--- config.mk ---
export PLATFORM = sky130hd
export DESIGN_NAME = mips_dmem_port
export DESIGN_NICKNAME = d
export VERILOG_FILES = /design/src/rtl/mips_dmem_port.sv
export SDC_FILE = /design/constraint.sdc
export NUM_CORES = 1
export LEC_CHECK = 0
export BUFFER_PORTS_ARGS = -buffer_cell sky130_fd_sc_hd__buf_2
export CAP_MARGIN = 5
export CORE_MARGIN = 2
export CORE_UTILIZATION = 45
export DETAILED_ROUTE_END_ITERATION = 7
export PLACE_DENSITY = 0.75
export SYNTH_ARGS = -nofsm -noshare
export SYNTH_HDL_FRONTEND = slang
export SYNTH_SLANG_ARGS = --single-unit
--- constraint.sdc ---
create_clock -name clk -period 5.94 [get_ports clk]
set_clock_uncertainty 0.2 [all_clocks]
set_input_delay 0.594 -clock clk [delete_from_list [all_inputs] [get_ports clk]]
set_output_delay 0.594 -clock clk [all_outputs]
set_load 0.01 [all_outputs]
--- src/rtl/mips_dmem_port.sv ---
// MEM-stage initiator for the byte-lane data memory (four 8-bit banks, big-endian lanes).
// Turns one load/store request into lane strobes, then returns an extended load result.
module mips_dmem_port #(
  parameter int ADDR_W = 11
) (
  input  logic              clk,
  input  logic              rst,
  input  logic              req_valid,
  output logic              req_ready,
  input  logic              req_we,
  input  logic [1:0]        req_size,
  input  logic              req_signed,
  input  logic [ADDR_W-1:0] req_addr,
  input  logic [31:0]       req_wdata,
  output logic              resp_valid,
  output logic [31:0]       resp_rdata,
  output logic              resp_err,
  output logic [3:0]        mem_rd_en,
  output logic [3:0]        mem_wr_en,
  output logic [ADDR_W-3:0] mem_addr,
  output logic [31:0]       mem_wdata,
  input  logic [31:0]       mem_rdata,
  input  logic [3:0]        mem_valid
);

  typedef enum logic [1:0] {IDLE, ACCESS, CAPTURE, RESP} state_t;

  state_t state, state_d;

  logic              op_we, op_we_d;
  logic [1:0]        op_size, op_size_d;
  logic              op_signed, op_signed_d;
  logic [1:0]        op_off, op_off_d;
  logic [3:0]        op_lanes, op_lanes_d;

  logic [3:0]        mem_rd_en_d, mem_wr_en_d;
  logic [ADDR_W-3:0] mem_addr_d;
  logic [31:0]       mem_wdata_d;
  logic              resp_valid_d, resp_err_d;
  logic [31:0]       resp_rdata_d;

  logic [3:0]        req_lanes;
  logic              req_bad;
  logic [31:0]       req_steered;
  logic [31:0]       lane_mask;

  logic [4:0]        rd_shift;
  logic [31:0]       rd_shifted;
  logic [31:0]       rd_ext;
  logic              capture_err;

  assign req_ready = (state == IDLE) && !rst;

  // Request decode: byte offset o lives in lane 3-o; misaligned or illegal sizes get no lanes.
  always_comb begin
    req_lanes = 4'b0000;
    req_bad   = 1'b0;
    case (req_size)
      2'b00: req_lanes = 4'b1000 >> req_addr[1:0];
      2'b01: begin
        req_bad   = req_addr[0];
        req_lanes = req_addr[1] ? 4'b0011 : 4'b1100;
      end
      2'b10: begin
        req_bad   = |req_addr[1:0];
        req_lanes = 4'b1111;
      end
      default: req_bad = 1'b1;
    endcase
    if (req_bad) req_lanes = 4'b0000;
  end

  // Replicate right-aligned store data across lanes, then keep only the enabled ones.
  always_comb begin
    case (req_size)
      2'b00:   req_steered = {4{req_wdata[7:0]}};
      2'b01:   req_steered = {2{req_wdata[15:0]}};
      default: req_steered = req_wdata;
    endcase
    lane_mask = {{8{req_lanes[3]}}, {8{req_lanes[2]}}, {8{req_lanes[1]}}, {8{req_lanes[0]}}};
  end

  // Load alignment: shift the addressed lanes down to bit 0 and extend.
  always_comb begin
    case (op_size)
      2'b00:   rd_shift = {2'd3 - op_off, 3'b000};
      2'b01:   rd_shift = {2'd2 - op_off, 3'b000};
      default: rd_shift = 5'd0;
    endcase
    rd_shifted = mem_rdata >> rd_shift;
    case (op_size)
      2'b00:   rd_ext = {{24{op_signed & rd_shifted[7]}}, rd_shifted[7:0]};
      2'b01:   rd_ext = {{16{op_signed & rd_shifted[15]}}, rd_shifted[15:0]};
      default: rd_ext = rd_shifted;
    endcase
    capture_err = |(op_lanes & ~mem_valid);
  end

  always_comb begin
    state_d      = state;
    op_we_d      = op_we;
    op_size_d    = op_size;
    op_signed_d  = op_signed;
    op_off_d     = op_off;
    op_lanes_d   = op_lanes;
    mem_rd_en_d  = mem_rd_en;
    mem_wr_en_d  = mem_wr_en;
    mem_addr_d   = mem_addr;
    mem_wdata_d  = mem_wdata;
    resp_valid_d = 1'b0;
    resp_err_d   = 1'b0;
    resp_rdata_d = 32'd0;
    case (state)
      IDLE: begin
        if (req_valid) begin
          op_we_d     = req_we;
          op_size_d   = req_size;
          op_signed_d = req_signed;
          op_off_d    = req_addr[1:0];
          op_lanes_d  = req_lanes;
          if (req_bad) begin
            state_d      = RESP;
            resp_valid_d = 1'b1;
            resp_err_d   = 1'b1;
          end else begin
            state_d    = ACCESS;
            mem_addr_d = req_addr[ADDR_W-1:2];
            if (req_we) begin
              mem_wr_en_d = req_lanes;
              mem_wdata_d = req_steered & lane_mask;
            end else begin
              mem_rd_en_d = req_lanes;
            end
          end
        end
      end
      ACCESS: begin
        mem_rd_en_d = 4'b0000;
        mem_wr_en_d = 4'b0000;
        mem_wdata_d = 32'd0;
        if (op_we) begin
          state_d      = RESP;
          resp_valid_d = 1'b1;
        end else begin
          state_d = CAPTURE;
        end
      end
      CAPTURE: begin
        state_d      = RESP;
        resp_valid_d = 1'b1;
        resp_err_d   = capture_err;
        resp_rdata_d = capture_err ? 32'd0 : rd_ext;
      end
      RESP:    state_d = IDLE;
      default: state_d = IDLE;
    endcase
  end

  always_ff @(posedge clk) begin
    if (rst) begin
      state      <= IDLE;
      op_we      <= 1'b0;
      op_size    <= 2'b00;
      op_signed  <= 1'b0;
      op_off     <= 2'b00;
      op_lanes   <= 4'b0000;
      mem_rd_en  <= 4'b0000;
      mem_wr_en  <= 4'b0000;
      mem_addr   <= '0;
      mem_wdata  <= 32'd0;
      resp_valid <= 1'b0;
      resp_err   <= 1'b0;
      resp_rdata <= 32'd0;
    end else begin
      state      <= state_d;
      op_we      <= op_we_d;
      op_size    <= op_size_d;
      op_signed  <= op_signed_d;
      op_off     <= op_off_d;
      op_lanes   <= op_lanes_d;
      mem_rd_en  <= mem_rd_en_d;
      mem_wr_en  <= mem_wr_en_d;
      mem_addr   <= mem_addr_d;
      mem_wdata  <= mem_wdata_d;
      resp_valid <= resp_valid_d;
      resp_err   <= resp_err_d;
      resp_rdata <= resp_rdata_d;
    end
  end

endmodule

==> summary.txt, run 1 <==
Logic synthesis
  • Post-Synthesis Cells: around 440
  • Synthesized Nets: 533
  • Syn Area/Cell: roughly 10 µm²
  • Yosys reg bits: 95
  • Asr flop ratio synth: 0%
  • Sequential area share after synthesis: 44.2%
  • Unique cell type count in the Yosys netlist: 52
  • Yosys warns: 0
  • Post-synth EDFFs: 0
  • Synthesized area: around 0.0043 mm²
  • Main flop type after synthesis: dfxtp_1

Finish
  • Most frequent cells in the layout: 169 x buf_2, 95 x dfxtp_1, 49 x mux2i_1
  • Final net count: 678
  • Synthesis-to-finish area growth: 23.2%
  • Fraction of layout instances using a drive strength above 1: 34.2%
  • Area of the multi-input gates: 0.00213 mm²
  • Storage element area: 0.00190 mm²
  • Non-filler cells, final: about 720
  • Util after Layout: 57.4%
  • Fillers: 840
  • Antenna Cells: 0
  • Cell area after layout: 0.00530 mm²
  • Most common cell after layout, fill and taps aside: buf_2

Worst setup path
  • FF-to-FF setup slack: 3.10 ns
  • CP Capture Type: register
  • Startpoint Class: register
  • Crit path launch: state[1]
  • Critical R2R Launch: state[1]
  • Max Fanout on Critical Path: 35
  • Required time worst endpoint: 6.04 ns
  • CP arrival: approximately 2.9 ns
  • Crit path kind: reg -> reg

Clock network
  • Root buffer cell: clkbuf_8
  • Clk Latency, worst-skew pair: about 0.35 ns
  • CTS Buf Count: 9
  • Post-cts resize count: 0
  • Post-CTS setup buffer count: 0
  • Max clock buf depth: 2
  • Hold_buf cts: 0
  • CTS H-tree depth: 3
  • CTS Sinks: between 90 and 100
  • Clk pin slew, worst setup/hold paths: 0.09 ns
  • CTS tree: done

STA
  • Endpoints failing hold: 0
  • Setup tns final: 0 ns
  • Rel. slew slack: 16.5%
  • Unrepaired setup endpoints after global routing: no
  • Worst-margin pin slew: 1.25 ns
  • Count of final setup violators: 0
  • Final slew viol count: 0
  • Period utilization: between 40% and 50%
  • Fin crit period: about 2.8 ns
  • Max frequency: 0.352 GHz

Die
  • Die height: 102 µm
  • Starting Density: between 40% and 50%
  • Die Wd: 102 µm
  • I/O Pins: between 150 and 200
  • Core ar.: 0.00924 mm²
  • Core Rows: 35
  • Die area: between 0.01 and 0.015 mm²

Routing
  • Drt first-iter violations: 136
  • Drt total wl: roughly 12 mm
  • Final antenna-violating net count: 0
  • Routed WL per cell: 16.0 µm
  • Via count: around 4000
  • Via/cell ratio: around 5.5
  • DR pass1 iterations: 4
  • DRC Markers: 0

Min path
  • Hold Startpoint: mem_wr_en[0]
  • Hold WC Path Type: reg -> reg

Outcome
  • Status: finished clean

Power
  • Power Density: 291 mW/mm²
  • P_leak: between 2 and 3 nW
  • Final Power: 1.54 mW
  • Max VDD drop: about 180 µV

GRT
  • All-Layer GR Usage: a little over a fifth
  • GRT overflow: 0
  • Vias in the first global route: 3620
  • Pin count of the biggest net entering global routing: 36
  • First-pass GRT wire length: about 18 mm
  • Initial antenna violation count: 0

Placement
  • I/O Buffers: 169
  • HPWL after detailed placement: approximately 8.4 mm
  • RePlAce Congestion: 0.907
  • Area after DPL: a little over 0.005 mm²
  • Placed Cells: 706

Flow run
  • Number of max-capacitance violations reported: 0
-- worst max-delay path: stages, from the launching register on --
cell and delay [ns]:
dfxtp_1 0.41, inv_1 0.09, ha_1 0.24, and2_1 0.31, o211ai_4 0.20, and3b_1 1.05
a22o_1 0.27
-- sequential cells by signal, indices dropped and copies added, names as in the netlist --
| signal | cells |
|---|---|
| state | 2 |
| op_off | 2 |
| resp_valid | 1 |
| op_size | 2 |
| mem_wdata | 32 |
| mem_wr_en | 4 |
| op_lanes | 4 |
| op_signed | 1 |
| resp_rdata | 32 |
| mem_rd_en | 4 |
| op_we | 1 |
| mem_addr | 9 |
| resp_err | 1 |
-- final timing paths --
check,to,cells after the start
min reg2reg,mem_wr_en[0],1
max reg2reg,mem_wdata[0],6
min,mem_wr_en[0],1
max,mem_wdata[0],6
-- where the power goes --
part / internal [mW] / total, mW / switching (mW)
sequential: 0.685 / 0.727 / 0.0424
clock: 0.153 / 0.387 / 0.234
combinational: 0.169 / 0.429 / 0.259
total: 1.01 / 1.54 / 0.536
-- Yosys cell counts, drive strengths merged (2+ instances only) --
master,instances,area [µm²]
xor2,3,26.3
nand2,34,128
clkbuf,12,45.0
inv,24,90.1
o2bb2ai,23,201
nor3,4,31.3
o21ai,12,60.1
or3b,4,37.5
o21a,2,15.0
a22o,8,70.1
a2111oi,5,75.1
o22ai,15,93.8
a21oi,28,144
or4,5,37.5
dfxtp,95,1900
nand3b,3,22.5
a21bo,3,30.0
nor3b,2,15.0
nor2,26,97.6
o211ai,7,66.3
buf,24,141
mux2i,49,490
a211oi,5,37.5
a221oi,7,61.3
nor2b,5,31.3
a21o,2,15.0
ha,4,50.1
nand3,4,20.0
o221ai,17,155
-- per-stage QoR --
stage                     setup WS [ns]  hold WS, ns
after floorplan                    3.61        0.236
after global placement             2.86        0.232
after global routing               2.94        0.262
final                              3.10        0.260
after CTS                          3.12        0.242
after detailed placement           2.80        0.237
-- metal layers --
metal,share of wire [%],track usage (%)
met1,44,28.5
met2,48,35.5
met3,5.5,2.83
met4,2.2,9.46
met5,0,0
-- cells by family (layout without fill, tap and decap cells) --
family	Yosys count	count (layout)	share of synthesized area, %
buf+inv	60	210	6.42
compound gates	138	138	24.7
mux	49	49	11.4
fa+ha+maj	4	4	1.16
simple gates	93	93	11.1
xor+xnor	4	4	0.989
flops	95	95	44.2
-- final cells by class --
class | count | area share, %
Inverter | 24 | 1.70
Sequential cell | 95 | 35.9
Tap cell | 129 | 3.04
Multi-Input combinational cell | 288 | 40.1
Timing Repair Buffer | 170 | 16.1
Clock buffer | 9 | 2.34
Clock inverter | 7 | 0.896
No activity file was read; power rests on OpenSTA's default activity.
==> run 2, diff against run 1 <==
Settings changed: ABC_AREA set to 1, PLACE_DENSITY 0.75 to 0.74.
Clock period 5.94 ns to 2.9 ns, I/O delays scaled along.
==> run 2 against run 1 <==
  * Clock power grew 100%
  * Final cell count increased by 29%
  * Sequential share of layout area is 1.9 points lower
  * Global-route usage is 1.8 points higher
==> summary.txt, run 2 <==
Clock network
  • CTS Buf Count: 9
  • Max clock buf depth: 2
  • Root buffer cell: clkbuf_8
  • Post-CTS setup buffer count: 0
  • CTS Sinks: between 90 and 100
  • CTS tree: done
  • Clk pin slew, worst setup/hold paths: 0.10 ns
  • Post-cts resize count: 0
  • CTS H-tree depth: 3
  • Hold_buf cts: 9
  • Clk Latency, worst-skew pair: 0.36 ns

Flow run
  • Number of max-capacitance violations reported: 0

STA
  • Final slew viol count: 0
  • Worst-margin pin slew: 0.657 ns
  • Endpoints failing hold: 0
  • Unrepaired setup endpoints after global routing: no
  • Rel. slew slack: about 56%
  • Max frequency: roughly 0.43 GHz
  • Count of final setup violators: 0
  • Fin crit period: 2.35 ns
  • Hold Slack: roughly 0.014 ns
  • Setup tns final: 0 ns
  • Period utilization: between 80% and 90%

Logic synthesis
  • Synthesized area: between 0.004 and 0.005 mm²
  • Most instantiated cells after synthesis: 171 x nand2_1, 95 x dfxtp_1, 67 x a21oi_1
  • Synth area leader: dfxtp_1
  • Syn Area/Cell: slightly above 7 µm²
  • Top-count cell post-synth: nand2_1
  • Unique cell type count in the Yosys netlist: 35
  • Asr flop ratio synth: 0%
  • Post-synth EDFFs: 0
  • Main flop type after synthesis: dfxtp_1
  • Synthesized Nets: 725
  • Sequential area share after synthesis: approximately 42%
  • Area contributors post-synth: dfxtp_1 42%, nand2_1 14%, a21oi_1 7.4%, nand3_1 6.0%, nor2_1 5.5%
  • Post-Synthesis Cells: around 640
  • Yosys warns: 0
  • Post-synth top area share: approximately 42%
  • Yosys reg bits: 95

Routing
  • Final antenna-violating net count: 0
  • Drt first-iter violations: ~250
  • DR pass1 iterations: 5
  • Drt total wl: 12.9 mm
  • DRC Markers: 0
  • Routed WL per cell: ~14 µm
  • Via/cell ratio: 5.12
  • Via count: about 4800

Finish
  • Synthesis-to-finish area growth: 23.8%
  • Area of the multi-input gates: 0.00219 mm²
  • Most frequent cells in the layout: 171 x nand2_1, 169 x buf_2, 95 x dfxtp_1
  • Fraction of layout instances using a drive strength above 1: 27.9%
  • Top Registers: mem_wdata x32, resp_rdata x32, mem_addr x9
  • Most common cell after layout, fill and taps aside: nand2_1
  • Fillers: 960
  • Final net count: 887
  • Antenna Cells: 0
  • Storage element area: around 0.0019 mm²
  • Non-filler cells, final: 933

Power
  • Internal Dissipation: 2.18 mW
  • Sequential Power Share: 41.5%
  • Switch share: 39.9%
  • Final Power: between 3 and 4 mW
  • Clock share of power: 21.7%
  • Power Density: 646 mW/mm²
  • Switching power total: 1.44 mW
  • Combinational Power Share: between 30% and 40%
  • P_leak: 2.85 nW
  • Max VDD drop: 349 µV

Worst setup path
  • Crit path launch: op_size[1]
  • Max Fanout on Critical Path: 24
  • CP Capture Type: register
  • Crit path kind: reg -> reg
  • Critical R2R Launch: op_size[1]
  • Required time worst endpoint: 2.97 ns
  • Startpoint Class: register
  • CP arrival: between 2 and 2.5 ns

Placement
  • RePlAce Congestion: 0.921
  • HPWL after detailed placement: 9.63 mm
  • I/O Buffers: 169
  • Placed Cells: 910

GRT
  • Met3 usage: 4.39%
  • Gr busiest metal: met2
  • GRT overflow: 0
  • First-pass GRT wire length: roughly 21 mm
  • All-Layer GR Usage: 23.5%
  • Pin count of the biggest net entering global routing: 46
  • Met1 Use GR: between 20% and 30%
  • Vias in the first global route: around 4500
  • Initial antenna violation count: 0
  • Grt met2 use: 40.2%

Die
  • Die height: 104 µm
  • Core ar.: 0.00977 mm²
  • Core Rows: 36
  • Die Wd: 104 µm
  • I/O Pins: 170
  • Starting Density: 46.3%
  • Die area: roughly 0.011 mm²

Outcome
  • Status: finished clean

Min path
  • Hold WC Path Type: in -> reg
  • Hold Startpoint: req_wdata[3]
-- run 2: final cells by class --
type	count	share of cell area, %
Clock inverter	5	0.625
Multi-Input combinational cell	453	39.2
Tap cell	133	2.97
Timing Repair Buffer	182	17.2
Sequential cell	95	33.9
Clock buffer	9	2.21
Inverter	56	3.84
-- run 2: power by group through the flow --
stage	sequential (mW)	clock [mW]	combinational, mW
finish	1.50	0.785	1.33
global route	1.52	0.852	1.50
CTS	1.50	0.798	1.33
detailed placement	1.53	0	1.32
global placement	1.52	0	1.29
floorplan	1.54	0	1.04
-- run 2: worst paths after layout --
check | to | slack [ns] | cells after the start
setup / recovery | resp_rdata[21] | 0.55 | 9
hold / removal | mem_wdata[3] | 0.01 | 3
setup reg to reg | resp_rdata[21] | 0.55 | 9
hold reg to reg | mem_wr_en[2] | 0.26 | 2
-- run 2: critical path: stages, from the launching register on --
cell,delay [ns]
dfxtp_1,0.75
inv_2,0.19
nand3_2,0.15
nand2_2,0.23
nand2_1,0.15
nand3_2,0.10
nand3_4,0.25
nand3_1,0.12
nand2_1,0.08
inv_1,0.04
-- run 2: through the flow --
| step | instance area [µm²] | setup slack, ns | utilization (%) |
|---|---|---|---|
| 2_1_floorplan | 4520 | 1.12 | - |
| 3_3_place_gp | 5350 | 0.668 | 54.8 |
| 3_5_place_dp | 5350 | 0.589 | 54.8 |
| 4_1_cts | 5600 | 0.582 | 57.3 |
| 5_1_grt | 5600 | 0.331 | 57.3 |
| 6_report | 5600 | 0.549 | 57.3 |
-- run 2: logic make-up after synthesis --
group,synth area share [%]
and+or+nand+nor,33.0
DFF,42.0
adders and majority gates,1.11
AOI/OAI and AO/OA,14.4
buffers and inverters,9.46
-- run 2: routing by layer --
| layer | share of wire [%] | wire [µm] |
|---|---|---|
| met5 | 0 | 0 |
| met4 | 2.6 | 340 |
| met3 | 8.2 | 1050 |
| met2 | 49 | 6280 |
| met1 | 41 | 5230 |
==> run 3, diff against run 2 <==
Settings changed: PLACE_DENSITY 0.74 to 0.77.
Clock period 2.9 ns to 2 ns, I/O delays scaled along.
==> run 3 against run 2 <==
  * Die area is the same
  * Via count grew 5.9%
  * Critical path depth unchanged
  * Core utilization rose by 6.7 points
  * Power rose by 57%
  * Combinational power rose by 65%
  * Sequential cell count is the same
  * Non-clock buffer count increased by 59
  * Sequential power is 44% higher
  * Clock power increased by 66%
  * Cell area grew 12%
  * Clock-buffer cell count grew 2
  * Critical path type is now in -> reg
  * Critical endpoint is now mem_wdata[23]
==> summary.txt, run 3 (synthesis results as in run 2) <==
STA
  • Max frequency: 0.526 GHz
  • Rel. slew slack: 65.4%
  • Fin crit period: about 1.9 ns
  • Hold Slack: ~0.0055 ns
  • Setup tns final: 0 ns
  • Count of final setup violators: 0
  • Endpoints failing hold: 0
  • Final slew viol count: 0
  • Period utilization: 95.1%
  • Worst-margin pin slew: 0.518 ns

Worst setup path
  • CP delay by family, top: buffers and inverters
  • Slowest stage cell, crit path: dlygate4sd3_1
  • R2R cell count: 9
  • Crit path kind: in -> reg
  • Critical R2R Launch: state[0]
  • CP Capture Type: register
  • Crit path buf inv count: 3
  • Critical path cell sequence: dlygate4sd3_1, buf_2, inv_4, nand2_1, o21ai_1, nand3_2, nor2_2, nand2_1, a21oi_1
  • Critical path's most frequent cell: nand2_1
  • R2r endpoint: mem_addr[2]
  • Required time worst endpoint: 2.10 ns
  • CP arrival: 2.00 ns
  • Startpoint Class: input port
  • Crit-path max cell delay: between 0.5 and 0.6 ns
  • FF-to-FF setup slack: 0.12 ns
  • Max Fanout on Critical Path: 12

Finish
  • Non-filler cells, final: slightly below 1000
  • Synthesis-to-finish area growth: 38.4%
  • Fillers: 864
  • Antenna Cells: 0
  • Top Registers: mem_wdata x32, resp_rdata x32, mem_addr x9
  • Most common cell after layout, fill and taps aside: nand2_1
  • Fraction of layout instances using a drive strength above 1: 28.2%
  • Util after Layout: 64.0%
  • Most frequent cells in the layout: 170 x nand2_1, 169 x buf_2, 94 x dfxtp_1
  • Final net count: approximately 950

Placement
  • I/O Buffers: 169
  • HPWL after detailed placement: 9.64 mm
  • RePlAce Congestion: ~0.9
  • Placed Cells: 919

Clock network
  • Root buffer cell: clkbuf_8
  • CTS Sinks: 95
  • Clk pin slew, worst setup/hold paths: approximately 0.090 ns
  • CTS Buf Count: 9
  • CTS H-tree depth: 3
  • Max clock buf depth: 2
  • CTS tree: done
  • Clk Latency, worst-skew pair: 0.37 ns

Min path
  • Hold WC Path Type: in -> reg
  • Hold Startpoint: mem_rdata[6]
  • Hold depth: 5
  • Hold Crit Endpoint: resp_rdata[6]

Die
  • Die area: 0.0109 mm²
  • Die Wd: 104 µm
  • I/O Pins: 170
  • Core ar.: 0.00977 mm²
  • Starting Density: 46.3%
  • Core Rows: 36
  • Die height: 104 µm

Power
  • P_leak: between 3 and 4 nW
  • Power Density: 905 mW/mm²
  • Final Power: 5.66 mW
  • Max VDD drop: 532 µV

Flow run
  • Number of max-capacitance violations reported: 0

GRT
  • First-pass GRT wire length: 22.3 mm
  • Vias in the first global route: 4779
  • GRT overflow: 0
  • Initial antenna violation count: 0
  • Pin count of the biggest net entering global routing: 46
  • All-Layer GR Usage: between 20% and 30%

Routing
  • DR pass1 iterations: 5
  • Routed WL per cell: 14.4 µm
  • Via count: about 5100
  • Via/cell ratio: 5.09
  • DRC Markers: 0
  • Final antenna-violating net count: 0
  • Drt first-iter violations: 292
  • Drt total wl: 14.3 mm

Outcome
  • Status: finished clean
[run 3: cell count changes in the layout (fill, tap and decap cells not counted), moves of 2 or more]
cell           change
clkinv_2           -2
nor2_4             +2
nor2_2             +2
inv_6              -2
dlygate4sd3_1     +47
buf_4             +11
nor2_1             -3
[run 3: where the power goes]
group          internal (mW)  switching [mW]  leakage (nW)
logic                  0.811            1.39          2.26
clock network          0.614           0.689        0.0960
registers               2.07          0.0973         0.771
[run 3: how the worst max path moves through the flow]
stage | from | end | slack, ns | cells past startpoint
finish | req_size[0] | mem_wdata[23] | 0.1 | 9
CTS | req_addr[0] | mem_wdata[3] | 0.04 | 9
detailed placement | state[0] | mem_wdata[6] | 0.13 | 9
global route | state[0] | mem_addr[2] | -0.02 | 9
floorplan | state[0] | mem_addr[0] | 0.22 | 9
global placement | state[0] | mem_addr[2] | 0.24 | 9
[run 3: repair_timing]
item | CTS | global route
setup buffers | 0 | 3
endpoints found under the setup margin | 0 | 45
hold buffers | 56 | 0
gates resized for setup | 0 | 12
hold endpoints to repair | 52 | 0
[run 3: stage by stage]
| stage | setup slack [ns] | area, µm² |
|---|---|---|
| CTS | 0.0410 | 6180 |
| global placement | 0.237 | 5420 |
| floorplan | 0.216 | 4520 |
| global route | -0.0193 | 6260 |
| finish | 0.0979 | 6260 |
| detailed placement | 0.135 | 5420 |
[run 3: area by class of cell]
class	count	area [µm²]	area share (%)
sequential	95	1900	30.4
inverter	56	229	3.66
multi-input combinational	454	2230	35.6
timing repair buffer	241	1540	24.6
clock buffer	11	141	2.26
clock inverter	4	55.1	0.879
tap	133	166	2.66
[run 3: routing by layer]
| layer | vias to the layer above | global-route usage [%] | part of all wire (%) |
|---|---|---|---|
| met5 | - | 0 | 0 |
| met4 | 0 | 10.9 | 2.8 |
| met3 | 35 | 5.26 | 7.3 |
| met2 | 244 | 44.7 | 50 |
| met1 | 2288 | 30.2 | 40 |
| li1 | 2490 | - | - |
[run 3: worst min-delay path: stages]
cell and delay (ns):
buf_2 0.08, nand2_1 0.04, o211ai_1 0.07, o21ai_1 0.06, nor2_1 0.09
